## config.mk

```make
export PLATFORM = sky130hd
export DESIGN_NAME = alu_pipe
export DESIGN_NICKNAME = d
export VERILOG_FILES = /design/src/rtl/alu_pkg.sv /design/src/rtl/alu_core.sv /design/src/rtl/alu_pipe.sv
export SDC_FILE = /design/constraint.sdc
export NUM_CORES = 1
export LEC_CHECK = 0
export BUFFER_PORTS_ARGS = -buffer_cell sky130_fd_sc_hd__buf_2
export CORE_MARGIN = 5
export CORE_UTILIZATION = 25
export DETAILED_ROUTE_END_ITERATION = 16
export SETUP_SLACK_MARGIN = 0.5
export SYNTH_ARGS = -nofsm -noshare
export SYNTH_HDL_FRONTEND = slang
export SYNTH_SLANG_ARGS = --single-unit
```

## constraint.sdc

```tcl
create_clock -name clk -period 7.6 [get_ports clk]
set_input_delay 1.14 -clock clk [delete_from_list [all_inputs] [get_ports clk]]
set_output_delay 1.14 -clock clk [all_outputs]
set_load 0.02 [all_outputs]
```

## src/rtl/alu_pkg.sv

```systemverilog
// -----------------------------------------------------------------------------
// alu_pkg
// Shared ALU control codes. The same encoding is used by the operand decode
// in alu_core and by anything that issues operations to alu_pipe.
// -----------------------------------------------------------------------------
package alu_pkg;

    localparam int ALU_OP_W = 4;

    typedef enum logic [ALU_OP_W-1:0] {
        ALU_AND = 4'b0000,
        ALU_OR  = 4'b0001,
        ALU_ADD = 4'b0010,
        ALU_SUB = 4'b0110,
        ALU_SLT = 4'b0111,
        ALU_NOR = 4'b1100
    } alu_op_e;

endpackage

```

## src/rtl/alu_core.sv

```systemverilog
// -----------------------------------------------------------------------------
// alu_core
// Purely combinational ALU evaluation.
//   a, b    : WIDTH-bit operands
//   op      : control code (alu_pkg encoding)
//   result  : WIDTH-bit result (0 for an unknown code)
//   cout    : carry out of the adder for ADD/SUB (SUB: 1 = no borrow)
//   ovf     : signed two's-complement overflow for ADD/SUB
//   err     : control code is not one of the defined operations
// -----------------------------------------------------------------------------
module alu_core
    import alu_pkg::*;
#(
    parameter int WIDTH = 32
) (
    input  logic [WIDTH-1:0]    a,
    input  logic [WIDTH-1:0]    b,
    input  logic [ALU_OP_W-1:0] op,
    output logic [WIDTH-1:0]    result,
    output logic                cout,
    output logic                ovf,
    output logic                err
);

    function automatic logic add_ovf(input logic sa, input logic sb, input logic sr);
        return (sa == sb) && (sr != sa);
    endfunction

    function automatic logic sub_ovf(input logic sa, input logic sb, input logic sr);
        return (sa != sb) && (sr != sa);
    endfunction

    logic signed [WIDTH-1:0] a_s;
    logic signed [WIDTH-1:0] b_s;
    logic        [WIDTH:0]   add_full;
    logic        [WIDTH:0]   sub_full;
    logic                    lt;

    assign a_s = a;
    assign b_s = b;

    // One extra bit on each adder captures the carry out of bit WIDTH-1.
    assign add_full = {1'b0, a} + {1'b0, b};
    assign sub_full = {1'b0, a} + {1'b0, ~b} + {{WIDTH{1'b0}}, 1'b1};

    // Signed compare directly rather than sign-of-difference, so the answer
    // stays right when a-b overflows.
    assign lt = (a_s < b_s);

    always_comb begin
        result = '0;
        cout   = 1'b0;
        ovf    = 1'b0;
        err    = 1'b0;
        case (op)
            ALU_AND: result = a & b;
            ALU_OR:  result = a | b;
            ALU_NOR: result = ~(a | b);
            ALU_ADD: begin
                result = add_full[WIDTH-1:0];
                cout   = add_full[WIDTH];
                ovf    = add_ovf(a[WIDTH-1], b[WIDTH-1], add_full[WIDTH-1]);
            end
            ALU_SUB: begin
                result = sub_full[WIDTH-1:0];
                cout   = sub_full[WIDTH];
                ovf    = sub_ovf(a[WIDTH-1], b[WIDTH-1], sub_full[WIDTH-1]);
            end
            ALU_SLT: result = {{(WIDTH-1){1'b0}}, lt};
            default: err = 1'b1;
        endcase
    end

endmodule

```

## src/rtl/alu_pipe.sv

```systemverilog
// -----------------------------------------------------------------------------
// alu_pipe
// Two-stage ALU with valid/ready handshake on both sides.
//   Stage 1 holds the accepted op and operands, stage 2 holds result + flags.
//   clk, reset (sync, active-high), flush (sync pipeline clear)
//   in_valid / in_ready / in_op / in_a / in_b       : operation input
//   out_valid / out_ready / out_result              : result output
//   out_zero / out_cout / out_ovf / out_err         : result flags
// -----------------------------------------------------------------------------
module alu_pipe
    import alu_pkg::*;
#(
    parameter int WIDTH = 32
) (
    input  logic                clk,
    input  logic                reset,
    input  logic                flush,
    input  logic                in_valid,
    output logic                in_ready,
    input  logic [ALU_OP_W-1:0] in_op,
    input  logic [WIDTH-1:0]    in_a,
    input  logic [WIDTH-1:0]    in_b,
    output logic                out_valid,
    input  logic                out_ready,
    output logic [WIDTH-1:0]    out_result,
    output logic                out_zero,
    output logic                out_cout,
    output logic                out_ovf,
    output logic                out_err
);

    logic                vld_p1;
    logic [ALU_OP_W-1:0] op_p1;
    logic [WIDTH-1:0]    a_p1;
    logic [WIDTH-1:0]    b_p1;

    logic                vld_p2;
    logic [WIDTH-1:0]    result_p2;
    logic                zero_p2;
    logic                cout_p2;
    logic                ovf_p2;
    logic                err_p2;

    logic [WIDTH-1:0]    core_result;
    logic                core_cout;
    logic                core_ovf;
    logic                core_err;

    logic                s2_open;
    logic                s1_open;
    logic                take_in;
    logic                load_p2;

    // A stage can take new contents when it is empty or its contents leave
    // this cycle; this chains so a full pipe still streams one op per cycle.
    assign s2_open  = !vld_p2 || out_ready;
    assign s1_open  = !vld_p1 || s2_open;
    assign in_ready = s1_open && !flush;
    assign take_in  = in_valid && in_ready;
    assign load_p2  = s2_open && vld_p1 && !flush;

    // ---- stage 1: capture op and operands ----
    always_ff @(posedge clk) begin
        if (reset) begin
            vld_p1 <= 1'b0;
        end else if (flush) begin
            vld_p1 <= 1'b0;
        end else if (s1_open) begin
            vld_p1 <= in_valid;
        end
    end

    always_ff @(posedge clk) begin
        if (take_in) begin
            op_p1 <= in_op;
            a_p1  <= in_a;
            b_p1  <= in_b;
        end
    end

    alu_core #(
        .WIDTH (WIDTH)
    ) u_core (
        .a      (a_p1),
        .b      (b_p1),
        .op     (op_p1),
        .result (core_result),
        .cout   (core_cout),
        .ovf    (core_ovf),
        .err    (core_err)
    );

    // ---- stage 2: register result and flags ----
    always_ff @(posedge clk) begin
        if (reset) begin
            vld_p2 <= 1'b0;
        end else if (flush) begin
            vld_p2 <= 1'b0;
        end else if (s2_open) begin
            vld_p2 <= vld_p1;
        end
    end

    // Result and flags are visible on the output port, so they are cleared
    // by reset to give a clean, all-zero output after reset.
    always_ff @(posedge clk) begin
        if (reset) begin
            result_p2 <= '0;
            zero_p2   <= 1'b0;
            cout_p2   <= 1'b0;
            ovf_p2    <= 1'b0;
            err_p2    <= 1'b0;
        end else if (load_p2) begin
            result_p2 <= core_result;
            zero_p2   <= (core_result == '0);
            cout_p2   <= core_cout;
            ovf_p2    <= core_ovf;
            err_p2    <= core_err;
        end
    end

    assign out_valid  = vld_p2;
    assign out_result = result_p2;
    assign out_zero   = zero_p2;
    assign out_cout   = cout_p2;
    assign out_ovf    = ovf_p2;
    assign out_err    = err_p2;

endmodule

```

=== After elaboration in Yosys (flattened, before gate mapping) ===
Index checks and enable logic that the tools add are counted.

* Input port bits: 73
* Memories: 0
* Bits in latches: 0
* Register bits: 106
* Logic and storage cells: 46
* ROM bits: 0
* Output and inout port bits: 38
* Bits in writable memories: 0

* Reductions and logical operators: 15
* Equal/unequal tests: 9
* $add $sub $neg: 3
* Order comparisons: 1
* Divide/modulo/power cells: 0
* Muxes and demuxes: 4
* Bitwise gates (word level): 4
* Shift-type cells: 0
* $mul: 0

{| class="wikitable"
|+ Operators by type and width
! operator !! count
|-
| one-hot mux 32 bit (6 select lines) || 1
|-
| adder 32 x 32 -> 33 bit || 2
|-
| inverter 32 bit || 2
|-
| adder 33 x 1 -> 33 bit (second input constant) || 1
|-
| bitwise AND 32 bit || 1
|-
| logical NOT 32 bit || 1
|-
| < comparator 32 bit || 1
|-
| OR 32 bit || 1
|-
| == test 4 x 3 -> 1 bit (second input constant) || 2
|-
| logical AND 1 bit || 6
|-
| OR reduction 6 bit || 1
|-
| == test 4 x 1 -> 1 bit (second input constant) || 1
|-
| == test 4 x 2 -> 1 bit (second input constant) || 1
|-
| == test 4 bit (second input constant) || 1
|-
| logical NOT 4 bit || 1
|-
| one-hot mux 1 bit (2 select lines) || 2
|-
| logical NOT 1 bit || 3
|-
| != test 1 bit || 3
|-
| logical OR 1 bit || 2
|-
| OR reduction 2 bit || 1
|-
| == test 1 bit || 1
|-
| 2-to-1 mux 1 bit || 1
|}

=== Logic depth before layout (Yosys ltp) ===
Gate-level depths: netlist of the first run.

* Depth in word-level cells: 6
* Mapped depth: 14
* Depth with buffers taken out: 14

=== Cells and area by module ===
Synthesis of the first run repeated with hierarchy kept, for this count alone.

* Cells, all modules: 1010
* Area total of the unflattened synthesis: 8399.3 um^2

{| class="wikitable"
|+ Modules (own cells, without submodules)
! module !! instances !! area each (um^2) !! cells an instance !! sequential area each (um^2)
|-
| alu_core || 1 || 4968.5 || 766 || 0.0
|-
| alu_pipe || 1 || 3430.8 || 244 || 2802.7
|}

=== Worst setup path after synthesis of the first run ===
OpenSTA, ideal clock, no wires.

* Path kind: input-to-reg
* From: in out_ready
* To: reg a_p1[0] (enable)
* Arrival time: 3.295 ns
* Cell stages on the path: 3
* Setup slack: 3.872 ns
* Buffers on the path: 0
* Cells stage by stage: nor2b_1 > a21oi_1 > and2_1

* Word-level cells in the longest chain between the ends: 4

{| class="wikitable"
|+ RTL lines
! item !! RTL line !! text
|-
| from (decl) || alu_pipe.sv:24 || <nowiki>input logic out_ready,</nowiki>
|-
| logical OR 1 bit || alu_pipe.sv:56 || <nowiki>assign s2_open = !vld_p2 || out_ready;</nowiki>
|-
| logical OR 1 bit || alu_pipe.sv:57 || <nowiki>assign s1_open = !vld_p1 || s2_open;</nowiki>
|-
| logical AND 1 bit || alu_pipe.sv:58 || <nowiki>assign in_ready = s1_open && !flush;</nowiki>
|-
| named net in_ready || alu_pipe.sv:19 || <nowiki>output logic in_ready,</nowiki>
|-
| logical AND 1 bit || alu_pipe.sv:59 || <nowiki>assign take_in = in_valid && in_ready;</nowiki>
|-
| named net take_in || alu_pipe.sv:51 || <nowiki>logic take_in;</nowiki>
|-
| to (signal assigned) || alu_pipe.sv:76 || <nowiki>a_p1 <= in_a;</nowiki>
|-
| to (decl) || alu_pipe.sv:34 || <nowiki>logic [WIDTH-1:0] a_p1;</nowiki>
|}

The timed path passes the listed nets, and every way through them passes these cells.
A chain may end at the register's enable or synchronous reset.

=== Final worst setup path of the first run ===
* From: reg b_p1[0]
* To: reg zero_p2, in the netlist out_zero

* Word-level cells in the longest chain between the ends: 5

{| class="wikitable"
|+ RTL lines
! item !! RTL line !! text
|-
| from (decl) || alu_pipe.sv:35 || <nowiki>logic [WIDTH-1:0] b_p1;</nowiki>
|-
| from (signal assigned) || alu_pipe.sv:77 || <nowiki>b_p1 <= in_b;</nowiki>
|-
| inverter 32 bit || alu_core.sv:44 || <nowiki>assign sub_full = {1'b0, a} + {1'b0, ~b} + {{WIDTH{1'b0}}, 1'b1};</nowiki>
|-
| adder 32 x 32 -> 33 bit || alu_core.sv:44 ||
|-
| adder 33 x 1 -> 33 bit || alu_core.sv:44 ||
|-
| one-hot mux 32 bit (6 select lines) * || alu_core.sv:55 || <nowiki>case (op)</nowiki>
|-
| logical NOT 32 bit * || alu_pipe.sv:115 || <nowiki>zero_p2 <= (core_result == '0);</nowiki>
|-
| to (signal assigned) || alu_pipe.sv:115 ||
|-
| to (decl) || alu_pipe.sv:39 || <nowiki>logic zero_p2;</nowiki>
|}

Every way passes the cells marked *; elsewhere a longest branch is shown, timed or not.

==> results by group, run 1 <==
Floorplan
  – DIE HEIGHT: 200.7 µm
  – Initial Utilization: 25.44%
  – I/O Pins: 111
  – Die ar.: 0.04028 mm²
  – Horiz. Die Dim: 200.7 µm
  – Row Count: 69
  – Core Region: 0.03574 mm²

Detailed routing
  – Wl on met1: 15.18 mm
  – Routed wl met2: 14.62 mm
  – Metal3 WL: 2.534 mm
  – Total number of vias: 8630
  – Final ANT Viol Nets: 0
  – Drt pass-1 iters: 5
  – Highest routed metal layer: met5
  – Vias per inst: 5.370
  – Final wirelength: 32.71 mm
  – DRC Markers: 0
  – Iter 0 DRT Violations: 715
  – Routed WL per cell: 20.36 µm

Power
  – LEAKAGE: 0.004352 µW
  – Peak supply drop: 0.00009144 V
  – Pwr/cell area: 167.9 mW/mm²

Timing
  – Rel. slew slack: 32.14%
  – Setup TNS: 0 ns
  – Unrepaired setup endpoints after global routing: no
  – Final hold slack: 0.4714 ns
  – Measured slew at the worst slew-check pin: 1.007 ns
  – Highest Clock Rate: 240.7 MHz
  – Final Hold Vio Count: 0
  – Clock Skew: 0.01660 ns
  – Final period util: 54.67%
  – Minimum clock period: 4.155 ns
  – Final number of setup-violating endpoints: 0
  – Pins Over Slew Limit: 0

Logic synthesis
  – Syn Nets: 1244
  – Top-area cell type share of the netlist area: 22.46%
  – Seq/Total Area, Yosys: 30.83%
  – Ys Warns: 0
  – Top cells by count, synth: nor2_1, inv_1, ha_1, a21oi_1, edfxtp_1
  – Synth area leaders: edfxtp_1, ha_1, dfxtp_1
  – Top cell type by total area after synthesis: edfxtp_1
  – Post-Syn Area: 0.009091 mm²
  – Synth unique cells: 91
  – Ys async rst share: 0%
  – EDFF count, synth: 68
  – Synth Flop Type: edfxtp_1
  – Top-count cell post-synth: nor2_1
  – Synthesized area per cell: 8.481 µm²
  – Cells after synthesis: 1072
  – Flops & latches, synth: 106

Layout
  – Share of cells above drive strength 1: 15.53%
  – Filler cell count: 3812
  – Nets: 1313
  – Area Overhead vs Synth: 13.94%
  – Number of inserted diodes: 0

Hold path
  – Worst hold start: out_result[9]
  – Worst Hold Class: flop to flop

CTS
  – CTS Buffer Depth: 2
  – CTS Hold Buffers Added: 0
  – Total CTS buffers: 9
  – Post-CTS setup buffer count: 0
  – CTS tree: built
  – H-Tree Depth: 3
  – Post-CTS resize count: 0
  – CTS sink count: 106
  – Root Buffer: clkbuf_16
  – Clk slew on worst S/H paths: 0.08 ns
  – Clock latency at the later pin of the worst-skew pair: 0.37 ns

Critical path
  – Worst-path fanout max: 3
  – Slowest CP cell: nor4_1
  – CP required: 7.92 ns
  – Critical Path Start Type: flop
  – Critical path arrival: 4.48 ns
  – Crit path from: b_p1[0]
  – Max stage delay on crit path: 0.46 ns
  – Crit path top cell by count: nand4_1
  – Reg2Reg Launch Point: b_p1[0]
  – Critical path type: flop to flop
  – Crit. End Element: flop
  – Crit-path cells: ha_1, fa_1, o21ba_1, nor4_1, o21ai_0, a21oi_1, o311ai_0, a211oi_1, nand4_1, nor4_4, nand4_1, nor4_2, a41o_1

GRT
  – Tot GR Track Use: 15.60%
  – Initial antenna violation count: 3
  – Vias in the first global route: 8380
  – First-pass GRT wire length: 50.46 mm
  – Pin count of the biggest net entering global routing: 69
  – Total gr overflow: 0

Placed design
  – Count of input and output buffers: 110
  – DP HPWL: 25.11 mm
  – RD Place Congestion: 0.9850

Run status
  – Status: finished, final reports clean

Run
  – MaxCap Viol Count: 0
==> critical path, delay by kind of cell, from the launching register on <==
kind / cells / cell delay (ns)
flip-flops: 1 / 0.43
AO/OA/AOI/OAI: 6 / 1.67
AND/OR/NAND/NOR: 5 / 1.31
adder cells (fa/ha/maj): 2 / 0.68
==> cells in the final DEF, fill, tap and decap left out, types with 36 or more instances in the layout <==
cell type  Yosys  layout
buf_2         13     110
inv_1         99      99
a21oi_1       82      82
nor2_1       129     129
dfxtp_1       38      38
nor3_1        37      36
o21ai_0       46      46
nand2_1       55      55
ha_1          97      97
edfxtp_1      68      68
==> layer usage <==
| layer | vias to the layer above | global-route usage (%) |
|---|---|---|
| met3 | 33 | 3.845 |
| li1 | 4133 | - |
| met5 | - | 0 |
| met1 | 4155 | 21.89 |
| met4 | 6 | 2.606 |
| met2 | 303 | 24.78 |
==> area by class of cell <==
| type | instances | area (µm²) | share of cell area, % |
|---|---|---|---|
| Timing Repair Buffer | 120 | 625.6 | 6.039 |
| Clock buffer | 11 | 232.7 | 2.247 |
| Tap cell | 461 | 576.8 | 5.568 |
| Clock inverter | 5 | 37.54 | 0.3624 |
| Sequential cell | 106 | 2803 | 27.06 |
| Multi-Input combinational cell | 803 | 5704 | 55.07 |
| Inverter | 101 | 379.1 | 3.660 |
==> worst paths after layout <==
path / end / slack (ns) / depth (start not counted)
worst max-delay path: out_zero / 3.45 / 13
worst min-delay path: out_result[9] / 0.47 / 2
worst max register to register: out_zero / 3.45 / 13
worst min register to register: out_result[9] / 0.47 / 2
==> logic make-up (layout without fill, tap and decap cells) <==
kind of cell / count (synthesis) / count (layout) / share of synthesized area, %
flops: 106 / 106 / 30.83
mux: 8 / 8 / 0.9358
buf+inv: 163 / 237 / 6.909
xor+xnor: 4 / 4 / 0.3853
simple gates: 339 / 339 / 18.79
fa+ha+maj: 99 / 99 / 13.79
compound gates: 353 / 353 / 28.37
==> registers in the layout, summed over array words and instances, names as in the netlist <==
register and flops:
out_err 1, out_ovf 1, b_p1 32, out_valid 1
out_result 32, vld_p1 1, out_zero 1, out_cout 1
op_p1 4, a_p1 32
==> through the flow <==
| step | instances | cell area [µm²] | worst slack, ns | total power (µW) | util, % |
|---|---|---|---|---|---|
| floorplan | 1072 | 9091 | 3.872 | 1091 | - |
| global placement | 1591 | 10090 | 3.500 | 1275 | 28.23 |
| detailed placement | 1591 | 10090 | 3.460 | 1276 | 28.23 |
| CTS | 1607 | 10360 | 3.514 | 1744 | 28.98 |
| global route | 1607 | 10360 | 3.251 | 1826 | 28.98 |
| finish | 1607 | 10360 | 3.445 | 1739 | 28.98 |
==> where the power goes <==
part,switching [µW],internal (µW)
registers,29.6,648
clock network,236,227
logic,393,206
Power figures use the tool's default switching activity.
==> run 2: changes to the inputs <==
ABC_AREA = 1   (was default)
clock period = 4.1 ns   (was 7.6 ns; I/O delays follow)
==> run 2 against run 1 <==
Net effect:
- worst setup slack worse by 2.5 ns
- fmax up 32%
- largest power group unchanged
- flip-flop and latch count unchanged
- first-iteration DRC count up 9.0%
- largest cell class unchanged
- clock skew down 0.0069 ns
- sequential share of layout area down 2.6 points
- via count up 19%
- clock power up 98%
- area after synthesis up 11%
- cell area up 10%
- die area up 11%
==> results by group, run 2 <==
Run status
  – Status: finished, final reports clean

Critical path
  – Critical path type: flop to flop
  – Worst Reg2Reg Path Length in Cells: 22 (+9)
  – CP required: 4.42 ns (-3.50 ns)
  – Reg2Reg Launch Point: b_p1[0]
  – Critical path arrival: 3.47 ns (-1.01 ns)
  – Worst-path fanout max: 5 (+2)
  – Critical Path Start Type: flop
  – Crit Reg-Reg Endpoint: out_zero
  – Crit. End Element: flop
  – Crit path from: b_p1[0]
  – R2R setup slack: 0.96 ns (-2.49 ns)

CTS
  – Total CTS buffers: 9 (unchanged)
  – CTS tree: built
  – CTS sink count: 106 (unchanged)
  – CTS Hold Buffers Added: 0 (unchanged)
  – Post-CTS setup buffer count: 0 (unchanged)
  – Post-CTS resize count: 0 (unchanged)
  – H-Tree Depth: 3 (unchanged)
  – Clock latency at the later pin of the worst-skew pair: 0.39 ns (+0.02 ns)
  – Root Buffer: clkbuf_16
  – CTS Buffer Depth: 2 (unchanged)
  – Clk slew on worst S/H paths: 0.08 ns (about the same)

Logic synthesis
  – Seq/Total Area, Yosys: 27.73% (-3.1 points)
  – Synth area leaders: edfxtp_1, nand2_1, ha_1
  – Top cells by count, synth: nand2_1, inv_1, nor2_1, nand3_1, ha_1
  – Synth Flop Type: edfxtp_1
  – Synthesized area per cell: 6.301 µm² (-26%)
  – Flops & latches, synth: 106 (unchanged)
  – Syn Nets: 1776 (+43%)
  – Top-count cell post-synth: nand2_1
  – EDFF count, synth: 68 (unchanged)
  – Top cell type by total area after synthesis: edfxtp_1
  – Cells after synthesis: 1604 (+50%)
  – Post-Syn Area: 0.01011 mm² (+11%)
  – Ys Warns: 0 (unchanged)
  – Top-area cell type share of the netlist area: 20.20% (-2.3 points)
  – Ys async rst share: 0% (unchanged)
  – Synth unique cells: 37 (-59%)

Placed design
  – Count of input and output buffers: 110 (unchanged)
  – DP HPWL: 31.35 mm (+25%)
  – Place WS: 1.044 ns (-2.416 ns)
  – RD Place Congestion: 0.9780 (-0.71%)

Timing
  – Rel. slew slack: 25.07% (-7.1 points)
  – Final WS setup: 0.9560 ns (-2.489 ns)
  – Pins Over Slew Limit: 0 (unchanged)
  – Final Hold Vio Count: 0 (unchanged)
  – Measured slew at the worst slew-check pin: 1.124 ns (+0.1167 ns)
  – Unrepaired setup endpoints after global routing: no
  – Final period util: 76.68% (+22 points)
  – Setup TNS: 0 ns (unchanged)
  – Clock Skew: 0.009709 ns (-0.006889 ns)
  – Final number of setup-violating endpoints: 0 (unchanged)
  – Minimum clock period: 3.144 ns (-1.011 ns)
  – Highest Clock Rate: 318.1 MHz (+32%)

Hold path
  – Min-Delay Path Depth: 1 (-1)
  – Worst Hold End: b_p1[14]
  – Worst Hold Class: input port to flop
  – Worst hold start: in_b[14]

GRT
  – GR Layer Usage met3: 3.149% (-0.70 points)
  – Met1 Use GR: 23.13% (+1.2 points)
  – First-pass GRT wire length: 56.83 mm (+13%)
  – Vias in the first global route: 9955 (+19%)
  – Tot GR Track Use: 16.56% (+0.96 points)
  – Met2 usage: 25.75% (+0.97 points)
  – Pin count of the biggest net entering global routing: 51 (-26%)
  – Total gr overflow: 0 (unchanged)
  – Initial antenna violation count: 1 (-2)
  – Gr busiest metal: met2

Layout
  – Commonest non-fill, non-tap cell in the layout: nand2_1
  – Nets: 1864 (+42%)
  – Filler cell count: 4482 (+18%)
  – Most frequent cells in the layout: nand2_1, inv_1, nor2_1
  – Area Overhead vs Synth: 13.21%
  – Number of inserted diodes: 0 (unchanged)
  – Core Util, Final: 28.73% (-0.25 points)
  – Share of cells above drive strength 1: 9.546% (-6.0 points)

Floorplan
  – DIE HEIGHT: 211.1 µm (+5.2%)
  – I/O Pins: 111 (unchanged)
  – Horiz. Die Dim: 211.1 µm (+5.2%)
  – Core Region: 0.03982 mm² (+11%)
  – Row Count: 73 (+5.8%)
  – Die ar.: 0.04455 mm² (+11%)
  – Initial Utilization: 25.38% (-0.056 points)

Detailed routing
  – Final ANT Viol Nets: 0 (unchanged)
  – Total number of vias: 10240 (+19%)
  – Routed WL per cell: 16.74 µm (-18%)
  – DRC Markers: 0 (unchanged)
  – Drt pass-1 iters: 5 (unchanged)
  – Vias per inst: 4.609 (-14%)
  – Iter 0 DRT Violations: 779 (+9.0%)
  – Final wirelength: 37.19 mm (+14%)

Power
  – LEAKAGE: 0.006196 µW (+42%)
  – Peak supply drop: 0.0001633 V (+79%)
  – Pwr/cell area: 252.3 mW/mm² (+50%)

Run
  – MaxCap Viol Count: 0 (unchanged)
-- run 2: changes by cell type in the layout (fill, tap and decap cells not counted), sizes merged, moves of 12 or more --
cell	before	now
nor2	129	225
nand2	55	456
inv	104	330
a221o	20	0
a21oi	82	65
a21o	20	0
nor2b	18	0
nor3	38	18
a211oi	31	0
o31ai	14	1
nand3	15	139
a22oi	12	0
o221ai	12	0
-- run 2: worst max-delay path by stage --
stage,end,slack [ns],depth (start not counted)
CTS,out_zero,0.99,22
floorplan,a_p1[0],1.05,6
global placement,out_zero,0.96,22
global route,out_zero,0.60,22
finish,out_zero,0.96,22
detailed placement,out_zero,1.04,22
-- run 2: critical path, stage by stage, from the launching register on --
cell and delay, ns:
edfxtp_1 0.40, ha_1 0.33, inv_1 0.12, fa_1 0.41
inv_1 0.11, nand3_1 0.12, nand2_2 0.17, nand2_1 0.09
nand2_1 0.10, nand2_1 0.09, nand2_1 0.17, nand2_1 0.07
nand2_1 0.08, nand2_1 0.05, nand2_1 0.06, nor2_1 0.05
nor2_2 0.17, nand2_1 0.07, nor2_1 0.11, nand2_1 0.06
nor2_1 0.09, nand2_1 0.07, a21oi_2 0.10
-- run 2: logic make-up (layout without fill, tap and decap cells) --
kind of cell	Yosys count	count (layout)	synth area share, %
AOI/OAI and AO/OA	160	160	9.384
adders and majority gates	99	99	12.40
xor gates and xnor gates	5	5	0.4333
buffers and inverters	371	464	14.95
DFF	106	106	27.73
and+or+nand+nor	863	863	35.10
-- run 2: routing by layer --
| metal | routed length, µm | share of wire, % | up-vias |
|---|---|---|---|
| met2 | 15940 | 43 | 313 |
| li1 | - | - | 5180 |
| met5 | 7 | 0.019 | - |
| met1 | 17800 | 48 | 4692 |
| met3 | 2458 | 6.6 | 54 |
| met4 | 983 | 2.6 | 2 |
-- run 2: final cells by class --
cell class,instances,area [µm²],area share (%)
Clock buffer,10,250.2,2.187
Inverter,327,1227,10.73
Tap cell,525,656.9,5.741
Multi-Input combinational cell,1127,5806,50.74
Sequential cell,106,2803,24.49
Clock inverter,6,53.80,0.4702
Timing Repair Buffer,121,645.6,5.642
-- run 2: report_power, final --
part | switching, µW | internal (µW)
logic | 531 | 231
clock network | 455 | 461
registers | 26.4 | 1180
-- run 2: through the flow --
step                      std cells  power, µW  area (µm²)  hold WS, ns
final                          2222       2887       11440       0.3923
after global routing           2222       3062       11440       0.3828
after CTS                      2222       2918       11440       0.3755
after detailed placement       2206       1988       11140       0.4799
after global placement         2206       1983       11140       0.4745
after floorplan                1604       1745       10110       0.4537
==> run 3: changes to the inputs <==
ABC_AREA = 0   (was 1)
clock period = 3.19 ns   (was 4.1 ns; I/O delays follow)
==> run 3 against run 2 <==
Net effect:
- the run now ends with negative setup slack left
- cell area up 18%
- non-clock buffer count up 311
- critical path type unchanged
- die area down 9.6%
- highest routed layer unchanged
- first-iteration DRC count down 18%
- routed wire length down 4.5%
- flip-flop and latch count unchanged
==> results by group, run 3 (same netlist as run 1, synthesis figures left out) <==
Timing
  – Highest Clock Rate: 269.2 MHz (-15%)
  – Clock Skew: 0.01229 ns (+0.002584 ns)
  – Unrepaired setup endpoints after global routing: yes
  – Rel. slew slack: 42.94% (+18 points)
  – Final number of setup-violating endpoints: 17 (+17)
  – Final hold slack: 0.2591 ns (-0.1332 ns)
  – Measured slew at the worst slew-check pin: 0.8494 ns (-0.2745 ns)
  – Final period util: 116.4% (+40 points)
  – Final WS setup: -0.5242 ns (-1.480 ns)
  – Minimum clock period: 3.714 ns (+0.5702 ns)
  – Final Hold Vio Count: 0 (unchanged)
  – Pins Over Slew Limit: 0 (unchanged)

Floorplan
  – I/O Pins: 111 (unchanged)
  – Die ar.: 0.04028 mm² (-9.6%)
  – Horiz. Die Dim: 200.7 µm (-4.9%)
  – DIE HEIGHT: 200.7 µm (-4.9%)
  – Core Region: 0.03574 mm² (-10%)
  – Row Count: 69 (-5.5%)
  – Initial Utilization: 25.44% (+0.056 points)

CTS
  – CTS sink count: 106 (unchanged)
  – Clk slew on worst S/H paths: 0.08 ns (about the same)
  – CTS Hold Buffers Added: 0 (unchanged)
  – Total CTS buffers: 9 (unchanged)
  – CTS Buffer Depth: 2 (unchanged)
  – CTS tree: built
  – H-Tree Depth: 3 (unchanged)
  – Root Buffer: clkbuf_16
  – Clock latency at the later pin of the worst-skew pair: 0.39 ns (about the same)

Placed design
  – Count of input and output buffers: 110 (unchanged)
  – DP HPWL: 28.01 mm (-11%)
  – Placed insts: 1877 (-15%)
  – RD Place Congestion: 0.9383 (-4.1%)
  – Placed Instance Area: 0.01236 mm² (+11%)

Layout
  – Final cell count without fillers: 1919 (-14%)
  – Commonest non-fill, non-tap cell in the layout: buf_4
  – Number of inserted diodes: 0 (unchanged)
  – Design area: 0.01349 mm² (+18%)
  – Share of cells above drive strength 1: 40.40% (+31 points)
  – Nets: 1625 (-13%)
  – Area Overhead vs Synth: 48.38%
  – Most frequent cells in the layout: buf_4, nor2_1, buf_2

Critical path
  – Critical path type: flop to flop
  – CP required: 3.53 ns (-0.89 ns)
  – Slowest CP cell: edfxtp_1
  – Worst-path fanout max: 3 (-2)
  – Max stage delay on crit path: 0.38 ns (-0.03 ns)
  – Critical Path Start Type: flop
  – Crit path top cell by count: buf_6
  – Crit-path cells: buf_6, buf_6, buf_6, ha_4, inv_4, fa_2, nand2b_4, a211o_1, buf_6, a21o_1, buf_6, buf_4, nand3_1, nand3_4, a211oi_1, nand4_1, nor4_4, nand4_1, nor4_2, a41o_1
  – Critical path arrival: 4.05 ns (+0.58 ns)
  – Crit. End Element: flop
  – Worst Reg2Reg Path Length in Cells: 20 (-9.1%)

Detailed routing
  – DRC Markers: 0 (unchanged)
  – Wl on met1: 15.98 mm (-10%)
  – Iter 0 DRT Violations: 637 (-18%)
  – Routed WL per cell: 18.50 µm (+11%)
  – Routed wl met2: 15.94 mm (about the same)
  – Final ANT Viol Nets: 0 (unchanged)
  – Drt pass-1 iters: 5 (unchanged)
  – Metal3 WL: 2.929 mm (+19%)
  – Total number of vias: 9932 (-3.0%)
  – Highest routed metal layer: met5
  – Final wirelength: 35.51 mm (-4.5%)
  – Vias per inst: 5.176 (+12%)

GRT
  – Initial antenna violation count: 1 (unchanged)
  – Total gr overflow: 0 (unchanged)
  – First-pass GRT wire length: 54.91 mm (-3.4%)
  – Pin count of the biggest net entering global routing: 69 (+35%)
  – Tot GR Track Use: 17.07% (+0.50 points)
  – Vias in the first global route: 9744 (-2.1%)

Power
  – LEAKAGE: 0.006016 µW (-2.9%)
  – Pwr/cell area: 369.1 mW/mm² (+46%)
  – Overall power: 4979 µW (+72%)
  – Peak supply drop: 0.0002087 V (+28%)

Run status
  – Failing checks: negative setup slack
  – Status: complete, but fails checks

Hold path
  – Worst Hold Class: input port to flop
  – Min-Delay Path Depth: 1 (unchanged)

Run
  – MaxCap Viol Count: 0 (unchanged)
[run 3: cell types whose count changed in the layout (fill, tap and decap cells not counted), moves of 13 or more]
cell and delta:
nor2_1 -96, o21ai_0 -17, inv_1 -227, a21o_1 +19, nor2b_1 +18, a221o_1 +19
nand3_1 -124, nand2_1 -400, a211oi_1 +17, buf_6 +25, nor3_1 +16, a211oi_2 +13
buf_4 +284
[run 3: path summary, 6_finish.rpt]
kind / start / to / slack (ns)
worst min register to register: out_result[9] / out_result[9] / 0.48
worst max-delay path: b_p1[0] / out_zero / -0.52
worst max register to register: b_p1[0] / out_zero / -0.52
worst min-delay path: in_a[7] / a_p1[7] / 0.26
[run 3: final cells by class]
class | instances | area, µm²
fillers | 3688 | 22250
multi-input cells | 803 | 6322
repair buffers | 432 | 3099
flip-flops and latches | 106 | 2803
well taps | 461 | 576.8
inverters | 101 | 381.6
clock buffers | 9 | 225.2
clock inverters | 7 | 81.33
[run 3: where the power goes]
group,internal (µW),switching (µW)
Clock,559,600
Sequential,1540,46.9
Combinational,1040,1190
[run 3: critical path, delay by kind of cell (launching register included)]
family          cells  cell delay, ns
flops               1            0.38
compound gates      4            0.93
buf+inv             7            0.72
fa+ha+maj           2            0.49
simple gates        7            1.15
[run 3: layer usage]
layer	GRT usage, %	vias to the layer above
li1	-	4761
met1	22.74	4750
met2	27.04	365
met3	4.960	54
met4	4.818	2
met5	0	-
[run 3: per-stage QoR]
step                utilization, %  setup TNS [ns]  setup slack [ns]
floorplan                        -         -0.1337           -0.1337
global placement             34.57          -3.882           -0.6152
detailed placement           34.57          -4.473           -0.6036
CTS                          36.48          -2.250           -0.5135
global route                 37.74          -5.539           -0.6832
finish                       37.74          -3.140           -0.5242
[run 3: timing repair]
action	in CTS	in global routing
buffers inserted	13	13
cloned	0	0
resized for setup	61	80
pin swaps	34	38
setup endpoints to repair	30	30
